**config.mk**
```make
export PLATFORM = sky130hd
export DESIGN_NAME = alien_row_manager
export DESIGN_NICKNAME = d
export VERILOG_FILES = /design/src/rtl/space_pkg.sv /design/src/rtl/alien_hit_detect.sv /design/src/rtl/alien_row_manager.sv
export SDC_FILE = /design/constraint.sdc
export NUM_CORES = 1
export LEC_CHECK = 0
export ABC_AREA = 0
export BUFFER_PORTS_ARGS = -buffer_cell sky130_fd_sc_hd__buf_4
export CORE_MARGIN = 3
export CORE_UTILIZATION = 36
export CTS_CLUSTER_DIAMETER = 60
export DETAILED_ROUTE_END_ITERATION = 12
export PLACE_DENSITY = 0.62
export SKIP_LAST_GASP = 1
export SLEW_MARGIN = 10
export SYNTH_ARGS = -nofsm -noshare
export SYNTH_HDL_FRONTEND = slang
export SYNTH_SLANG_ARGS = --single-unit
```
**constraint.sdc**
```tcl
create_clock -name clk -period 3.03 [get_ports clk]
set_clock_uncertainty 0.15 [all_clocks]
set_input_delay 0.4545 -clock clk [delete_from_list [all_inputs] [get_ports clk]]
set_output_delay 0.4545 -clock clk [all_outputs]
set_load 0.1 [all_outputs]
```
**src/rtl/space_pkg.sv**
```systemverilog
// Shared screen, coordinate and alien-row definitions for the Space Invaders datapath.
package space_pkg;

    localparam int SCREEN_W = 160;
    localparam int SCREEN_H = 120;
    localparam int X_W      = 8;
    localparam int Y_W      = 7;

    localparam int DEF_NUM_ALIENS  = 5;
    localparam int DEF_ALIEN_W     = 12;
    localparam int DEF_ALIEN_H     = 10;
    localparam int DEF_GAP         = 20;
    localparam int DEF_START_X     = 10;
    localparam int DEF_START_Y     = 10;
    localparam int DEF_DROP_LIMIT  = 40;
    localparam int DEF_DROP_CYCLES = 50000000;

    typedef enum logic [2:0] {
        ST_IDLE,
        ST_KILL,
        ST_WAIT_KILL,
        ST_DROP,
        ST_WAIT_DROP,
        ST_WIN,
        ST_LOSE
    } state_e;

    typedef logic [X_W:0] xw_t;
    typedef logic [Y_W:0] yw_t;

endpackage

```
**src/rtl/alien_hit_detect.sv**
```systemverilog
// Per-alien box test of the current shot against the live row, lowest index wins.
module alien_hit_detect
    import space_pkg::*;
#(
    parameter int NUM_ALIENS = DEF_NUM_ALIENS,
    parameter int ALIEN_W    = DEF_ALIEN_W,
    parameter int ALIEN_H    = DEF_ALIEN_H,
    parameter int GAP        = DEF_GAP,
    parameter int START_X    = DEF_START_X
) (
    input  logic                  shotValid,
    input  logic [X_W-1:0]        shotX,
    input  logic [Y_W-1:0]        shotY,
    input  logic [Y_W-1:0]        rowY,
    input  logic [NUM_ALIENS-1:0] alive,
    output logic                  hitAny,
    output logic [2:0]            hitIdx
);

    logic [NUM_ALIENS-1:0] hitVec;
    xw_t sx;
    yw_t sy;
    yw_t top;
    yw_t bot;

    // One extra bit keeps rowY+ALIEN_H from wrapping at the bottom of the screen.
    assign sx  = {1'b0, shotX};
    assign sy  = {1'b0, shotY};
    assign top = {1'b0, rowY};
    assign bot = top + yw_t'(ALIEN_H);

    for (genvar g = 0; g < NUM_ALIENS; g++) begin : g_alien
        localparam xw_t L = xw_t'(START_X + g * (ALIEN_W + GAP));
        localparam xw_t R = xw_t'(START_X + g * (ALIEN_W + GAP) + ALIEN_W);
        assign hitVec[g] = shotValid & alive[g] & (sx >= L) & (sx <= R) & (sy >= top) & (sy <= bot);
    end

    always_comb begin
        hitAny = |hitVec;
        hitIdx = '0;
        for (int i = NUM_ALIENS - 1; i >= 0; i--) begin
            if (hitVec[i]) hitIdx = 3'(i);
        end
    end

endmodule

```
**src/rtl/alien_row_manager.sv**
```systemverilog
// Alien row controller: hit detection, kill/drop handshakes with the drawer, win/lose.
module alien_row_manager
    import space_pkg::*;
#(
    parameter int NUM_ALIENS  = DEF_NUM_ALIENS,
    parameter int ALIEN_W     = DEF_ALIEN_W,
    parameter int ALIEN_H     = DEF_ALIEN_H,
    parameter int GAP         = DEF_GAP,
    parameter int START_X     = DEF_START_X,
    parameter int START_Y     = DEF_START_Y,
    parameter int DROP_LIMIT  = DEF_DROP_LIMIT,
    parameter int DROP_CYCLES = DEF_DROP_CYCLES
) (
    input  logic                  clk,
    input  logic                  reset,
    input  logic                  shotValid,
    input  logic [X_W-1:0]        shotX,
    input  logic [Y_W-1:0]        shotY,
    input  logic                  killDone,
    input  logic                  shiftDone,
    output logic                  shotHit,
    output logic                  killReq,
    output logic [2:0]            killIdx,
    output logic                  moveDown,
    output logic [X_W-1:0]        boxTopX,
    output logic [X_W-1:0]        boxBotX,
    output logic [Y_W-1:0]        boxTopY,
    output logic [Y_W-1:0]        boxBotY,
    output logic [Y_W-1:0]        rowY,
    output logic [NUM_ALIENS-1:0] alive,
    output logic [3:0]            scoreCount,
    output logic [5:0]            dropCount,
    output logic                  gameOver,
    output logic                  youWin
);

    localparam int TICK_W = (DROP_CYCLES > 1) ? $clog2(DROP_CYCLES) : 1;
    localparam logic [TICK_W-1:0] TICK_LAST = TICK_W'(DROP_CYCLES - 1);
    localparam logic [X_W-1:0]    ROW_LEFT  = X_W'(START_X);
    localparam logic [X_W-1:0]    ROW_RIGHT = X_W'(START_X + (NUM_ALIENS - 1) * (ALIEN_W + GAP) + ALIEN_W);

    state_e                state_q, state_d;
    logic [NUM_ALIENS-1:0] alive_q, alive_d;
    logic [Y_W-1:0]        rowY_q, rowY_d;
    logic [3:0]            score_q, score_d;
    logic [5:0]            drop_q, drop_d;
    logic [2:0]            idx_q, idx_d;
    logic [TICK_W-1:0]     tick_q, tick_d;
    logic                  pend_q, pend_d;
    logic                  tickWrap;
    logic                  hitAny;
    logic [2:0]            hitIdx;
    logic [X_W-1:0]        killLeft;

    alien_hit_detect #(
        .NUM_ALIENS (NUM_ALIENS),
        .ALIEN_W    (ALIEN_W),
        .ALIEN_H    (ALIEN_H),
        .GAP        (GAP),
        .START_X    (START_X)
    ) u_hit (
        .shotValid (shotValid),
        .shotX     (shotX),
        .shotY     (shotY),
        .rowY      (rowY_q),
        .alive     (alive_q),
        .hitAny    (hitAny),
        .hitIdx    (hitIdx)
    );

    always_ff @(posedge clk or negedge reset) begin
        if (!reset) begin
            state_q <= ST_IDLE;
            alive_q <= '1;
            rowY_q  <= Y_W'(START_Y);
            score_q <= '0;
            drop_q  <= '0;
            idx_q   <= '0;
            tick_q  <= '0;
            pend_q  <= 1'b0;
        end else begin
            state_q <= state_d;
            alive_q <= alive_d;
            rowY_q  <= rowY_d;
            score_q <= score_d;
            drop_q  <= drop_d;
            idx_q   <= idx_d;
            tick_q  <= tick_d;
            pend_q  <= pend_d;
        end
    end

    // A tick landing in the DROP cycle is kept rather than cleared away.
    always_comb begin
        tick_d   = tick_q;
        tickWrap = 1'b0;
        if (state_q != ST_WIN && state_q != ST_LOSE) begin
            if (tick_q == TICK_LAST) begin
                tick_d   = '0;
                tickWrap = 1'b1;
            end else begin
                tick_d = tick_q + 1'b1;
            end
        end
        pend_d = pend_q;
        if (state_q == ST_DROP) pend_d = 1'b0;
        if (tickWrap) pend_d = 1'b1;
    end

    always_comb begin
        state_d = state_q;
        alive_d = alive_q;
        rowY_d  = rowY_q;
        score_d = score_q;
        drop_d  = drop_q;
        idx_d   = idx_q;
        unique case (state_q)
            ST_IDLE: begin
                if (drop_q == 6'(DROP_LIMIT)) begin
                    state_d = ST_LOSE;
                end else if (alive_q == '0) begin
                    state_d = ST_WIN;
                end else if (pend_q) begin
                    state_d = ST_DROP;
                end else if (hitAny) begin
                    state_d = ST_KILL;
                    idx_d   = hitIdx;
                    alive_d = alive_q & ~(NUM_ALIENS'(1) << hitIdx);
                    score_d = score_q + 1'b1;
                end
            end
            ST_KILL:      state_d = ST_WAIT_KILL;
            ST_WAIT_KILL: if (killDone) state_d = ST_IDLE;
            ST_DROP:      state_d = ST_WAIT_DROP;
            ST_WAIT_DROP: begin
                if (shiftDone) begin
                    state_d = ST_IDLE;
                    rowY_d  = rowY_q + 1'b1;
                    drop_d  = drop_q + 1'b1;
                end
            end
            ST_WIN:       state_d = ST_WIN;
            ST_LOSE:      state_d = ST_LOSE;
            default:      state_d = ST_IDLE;
        endcase
    end

    assign killLeft = X_W'(START_X + int'(idx_q) * (ALIEN_W + GAP));

    always_comb begin
        shotHit  = 1'b0;
        killReq  = 1'b0;
        moveDown = 1'b0;
        gameOver = 1'b0;
        youWin   = 1'b0;
        boxTopX  = '0;
        boxBotX  = '0;
        boxTopY  = '0;
        boxBotY  = '0;
        unique case (state_q)
            ST_KILL, ST_WAIT_KILL: begin
                shotHit = (state_q == ST_KILL);
                killReq = 1'b1;
                boxTopX = killLeft;
                boxBotX = killLeft + X_W'(ALIEN_W);
                boxTopY = rowY_q;
                boxBotY = rowY_q + Y_W'(ALIEN_H);
            end
            ST_DROP, ST_WAIT_DROP: begin
                moveDown = 1'b1;
                boxTopX  = ROW_LEFT;
                boxBotX  = ROW_RIGHT;
                boxTopY  = rowY_q;
                boxBotY  = rowY_q + Y_W'(ALIEN_H);
            end
            ST_WIN:  youWin   = 1'b1;
            ST_LOSE: gameOver = 1'b1;
            default: ;
        endcase
    end

    assign killIdx    = idx_q;
    assign rowY       = rowY_q;
    assign alive      = alive_q;
    assign scoreCount = score_q;
    assign dropCount  = drop_q;

endmodule
```
==> impl_metrics.yaml <==
outcome:
  outcome: "completed"
synth:
  most_common_library_cells_after_synthesis: "dfrtp_1, nor2_1, xnor2_1"
  post_synth_instance_area_mm2: 0.00336
  synthMostInstantiatedCell: "dfrtp_1"
  synth-main-ff-cell: "dfrtp_1"
  synth-seq-area-share: 0.413
  synth.area.top_cells: "dfrtp_1, ha_1, xnor2_1"
  synth.largest_area_cell: "dfrtp_1"
  synth_area_per_cell_um2: 9.64
  synth-edff-count: 0
  yosysTopAreaCellShare: 0.358
  async_reset_ff_frac: 1.00
  synth.yosys.warnings: 0
  yosys_register_bits: 55
  synth_cells: 348
  ys_types: 58
routing:
  detail_route.drc_violations: 0
  overall_via_count_from_detail_route: 2670
  antenna_violating_nets_post_route: 0
  detail_route.wirelength_mm: 7.35
  dr.first_iter.drc_count: 127
  detail_route.wl_per_cell_um: 13.9
  drt-pass1-iter-count: 4
  route.detailed.vias_per_inst: 5.06
finish:
  multi_input_area_mm2: 0.00192
  area_delta_synth_final_pct: 26.7
  final_layout_size_suffix_gt1_frac: 0.321
  num-fill-cells: 848
  layout.area.seq_mm2: 0.00140
  finish.net_count: 458
  num_antenna_cells: 0
  fin_cells: 528
  final_core_util: 0.478
place:
  place_hpwl_mm: 5.61
  port_buffers: 74
  place_congestion: 0.881
  place_inst: 515
die:
  core.rowCount: 34
  fp.coreArea_mm2: 0.00889
  initial_utilization: 0.377
  die_height_um: 103
  boundaryPins: 80
  floorplan.die_area_mm2: 0.0105
  die_width_um: 103
setup_path:
  crit_path_start_kind: "flop"
  worst_path_most_repeated_cell: "and3_1"
  crit_cells: 11
  crit_path_max_fanout: 5
  critPathKind: "flop to flop"
  critPathMaxStageDelay_ps: 660
  critical_path_arrival_ps: 2950
  critical_path.cell_chain: "ha_4, o21ai_0, xnor2_1, buf_4, ha_1, nand3_2, nor3_1, o21ai_2, and3_1, and3_1, mux2_4"
  crit_family: "simple AND/OR/NAND/NOR gates"
  worst_r2r_path_depth: 11
  cp-end-kind: "flop"
  timing.critical_path.required_ps: 3080
  cpMaxStageDelayCell: "dfstp_4"
  critical_path_buf_inv_count: 1
power_and_ir_drop:
  leakage_power_figure_nw: 2.00
  irDropWorstVdd_mv: 0.246
  power_per_cell_area_mw_per_mm2: 320
clock_tree:
  path_clk_slew_ps: 100
  tritoncts.num_buffers: 5
  cts-root-buf: "clkbuf_8"
  deepest_level_of_the_cts_h_tree: 2
  clkSinkCount: 55
  tritoncts: "done"
  cts_max_path_buffers: 2
  clk-insertion-delay-late_ps: 300
  hold_buffers: 0
sta:
  setup_viol: 0
  count_of_final_max_slew_check_failures: 0
  post-route-period-util: 0.957
  maximum_operating_frequency_ghz: 0.345
  setup_repair_after_global_routing_missed_its_margin: "no"
  timing.slew.headroom: 0.536
  finalWorstPathRequiredPeriod_ps: 2900
  final-hold-violation-count: 0
  max_slew.worst_pin.slew_ps: 696
flow_run:
  timing.max_cap.violations: 0
global_route:
  first_global_vias: 2476
  globalRoute.totalOverflow: 0
  grt_start_max_net_pins: 56
  grt_first_pass_wirelength_mm: 11.8
  initial_antenna_violation_count: 0
  groute.usage.overall: 0.139
min_path:
  timing.hold.worst.class: "input port to async pin"
-- worst register-to-register path: stages (launching register included) --
cell and delay, ps:
dfstp_4 660, ha_4 150, o21ai_0 100, xnor2_1 140, buf_4 150, ha_1 300, nand3_2 100, nor3_1 250
o21ai_2 120, and3_1 220, and3_1 180, mux2_4 260
-- metal layers --
layer,part of all wire,vias up,GRT usage
met4,0.012,0,0.0323
met5,0,-,0
met1,0.47,1267,0.187
met3,0.051,11,0.0304
li1,-,1331,-
met2,0.46,61,0.230
-- sequential cells by signal, summed over array words and instances (netlist names) --
register    cells
alive           5
scoreCount      4
rowY            7
killIdx         3
state_q         3
dropCount       6
tick_q         26
pend_q          1
-- cell families (layout without fill, tap and decap cells) --
group                      after synthesis  in the layout  synth area share
and+or+nand+nor                        146            146             0.244
DFF                                     55             55             0.413
AOI/OAI and AO/OA                       43             43            0.0831
xor gates and xnor gates                41             41             0.107
buffers and inverters                   37            105            0.0600
adders and majority gates               19             19            0.0708
muxes                                    6              6            0.0213
other                                    1              5           0.00112
-- final cells by class --
type                       instances  area share
timing repair buffer              81       0.146
tap                              108      0.0318
clock buffer                       7      0.0180
inverter                          16      0.0159
clock inverter                     1     0.00707
multi-input combinational        260       0.452
sequential                        55       0.329
-- power by group --
part	internal (W)	total (W)	switching [W]
clock	0.000248	0.000478	0.000231
combinational	0.0000431	0.000141	0.0000981
sequential	0.000737	0.000742	0.00000416
total	0.00103	0.00136	0.000333
-- timing repair --
action | 4_1_cts | 5_1_grt
setup buffers | 0 | 5
endpoints found under the setup margin | 0 | 12
gates resized for setup | 0 | 2
-- metrics by stage --
step	setup WS [ps]	instance area, µm²	hold slack, ps	total power [W]	TNS (ps)
6_report	130	4250	37.2	0.00136	0
2_1_floorplan	-552	3600	8.91	0.000847	-1730
3_3_place_gp	147	4100	317	0.000893	0
4_1_cts	74.2	4200	64.6	0.00138	0
5_1_grt	13.9	4250	87.8	0.00142	0
3_5_place_dp	102	4100	316	0.000895	0
-- layout by cell type (no fill, tap or decap), types with 3 or more instances in the layout --
cell	count
buf_4	80
dfrtp_1	44
nor2_1	29
xnor2_1	24
nand2_1	22
ha_1	18
xor2_1	17
inv_1	14
nand3_1	13
nor2_4	12
and3_1	12
o21ai_0	11
a21oi_1	8
nand4_1	8
nand2b_1	6
nor3b_1	5
nor3_1	5
conb_1	5
dfstp_2	5
clkbuf_8	5
and4_1	4
o21a_1	4
dfrtp_2	4
and2_2	3
mux2i_1	3
-- worst paths after layout --
path | slack [ps] | endpoint | startpoint
worst min-delay path | 40 | tick_q[21] | reset
worst max register to register | 130 | killIdx[2] | rowY[1]
worst max-delay path | 130 | killIdx[2] | rowY[1]
max in group asynchronous | 2200 | rowY[6] | reset
worst min register to register | 320 | scoreCount[3] | scoreCount[3]
min in group clk | 220 | alive[4] | shotX[7]
Note: power is estimated with default switching activity, not from simulation.
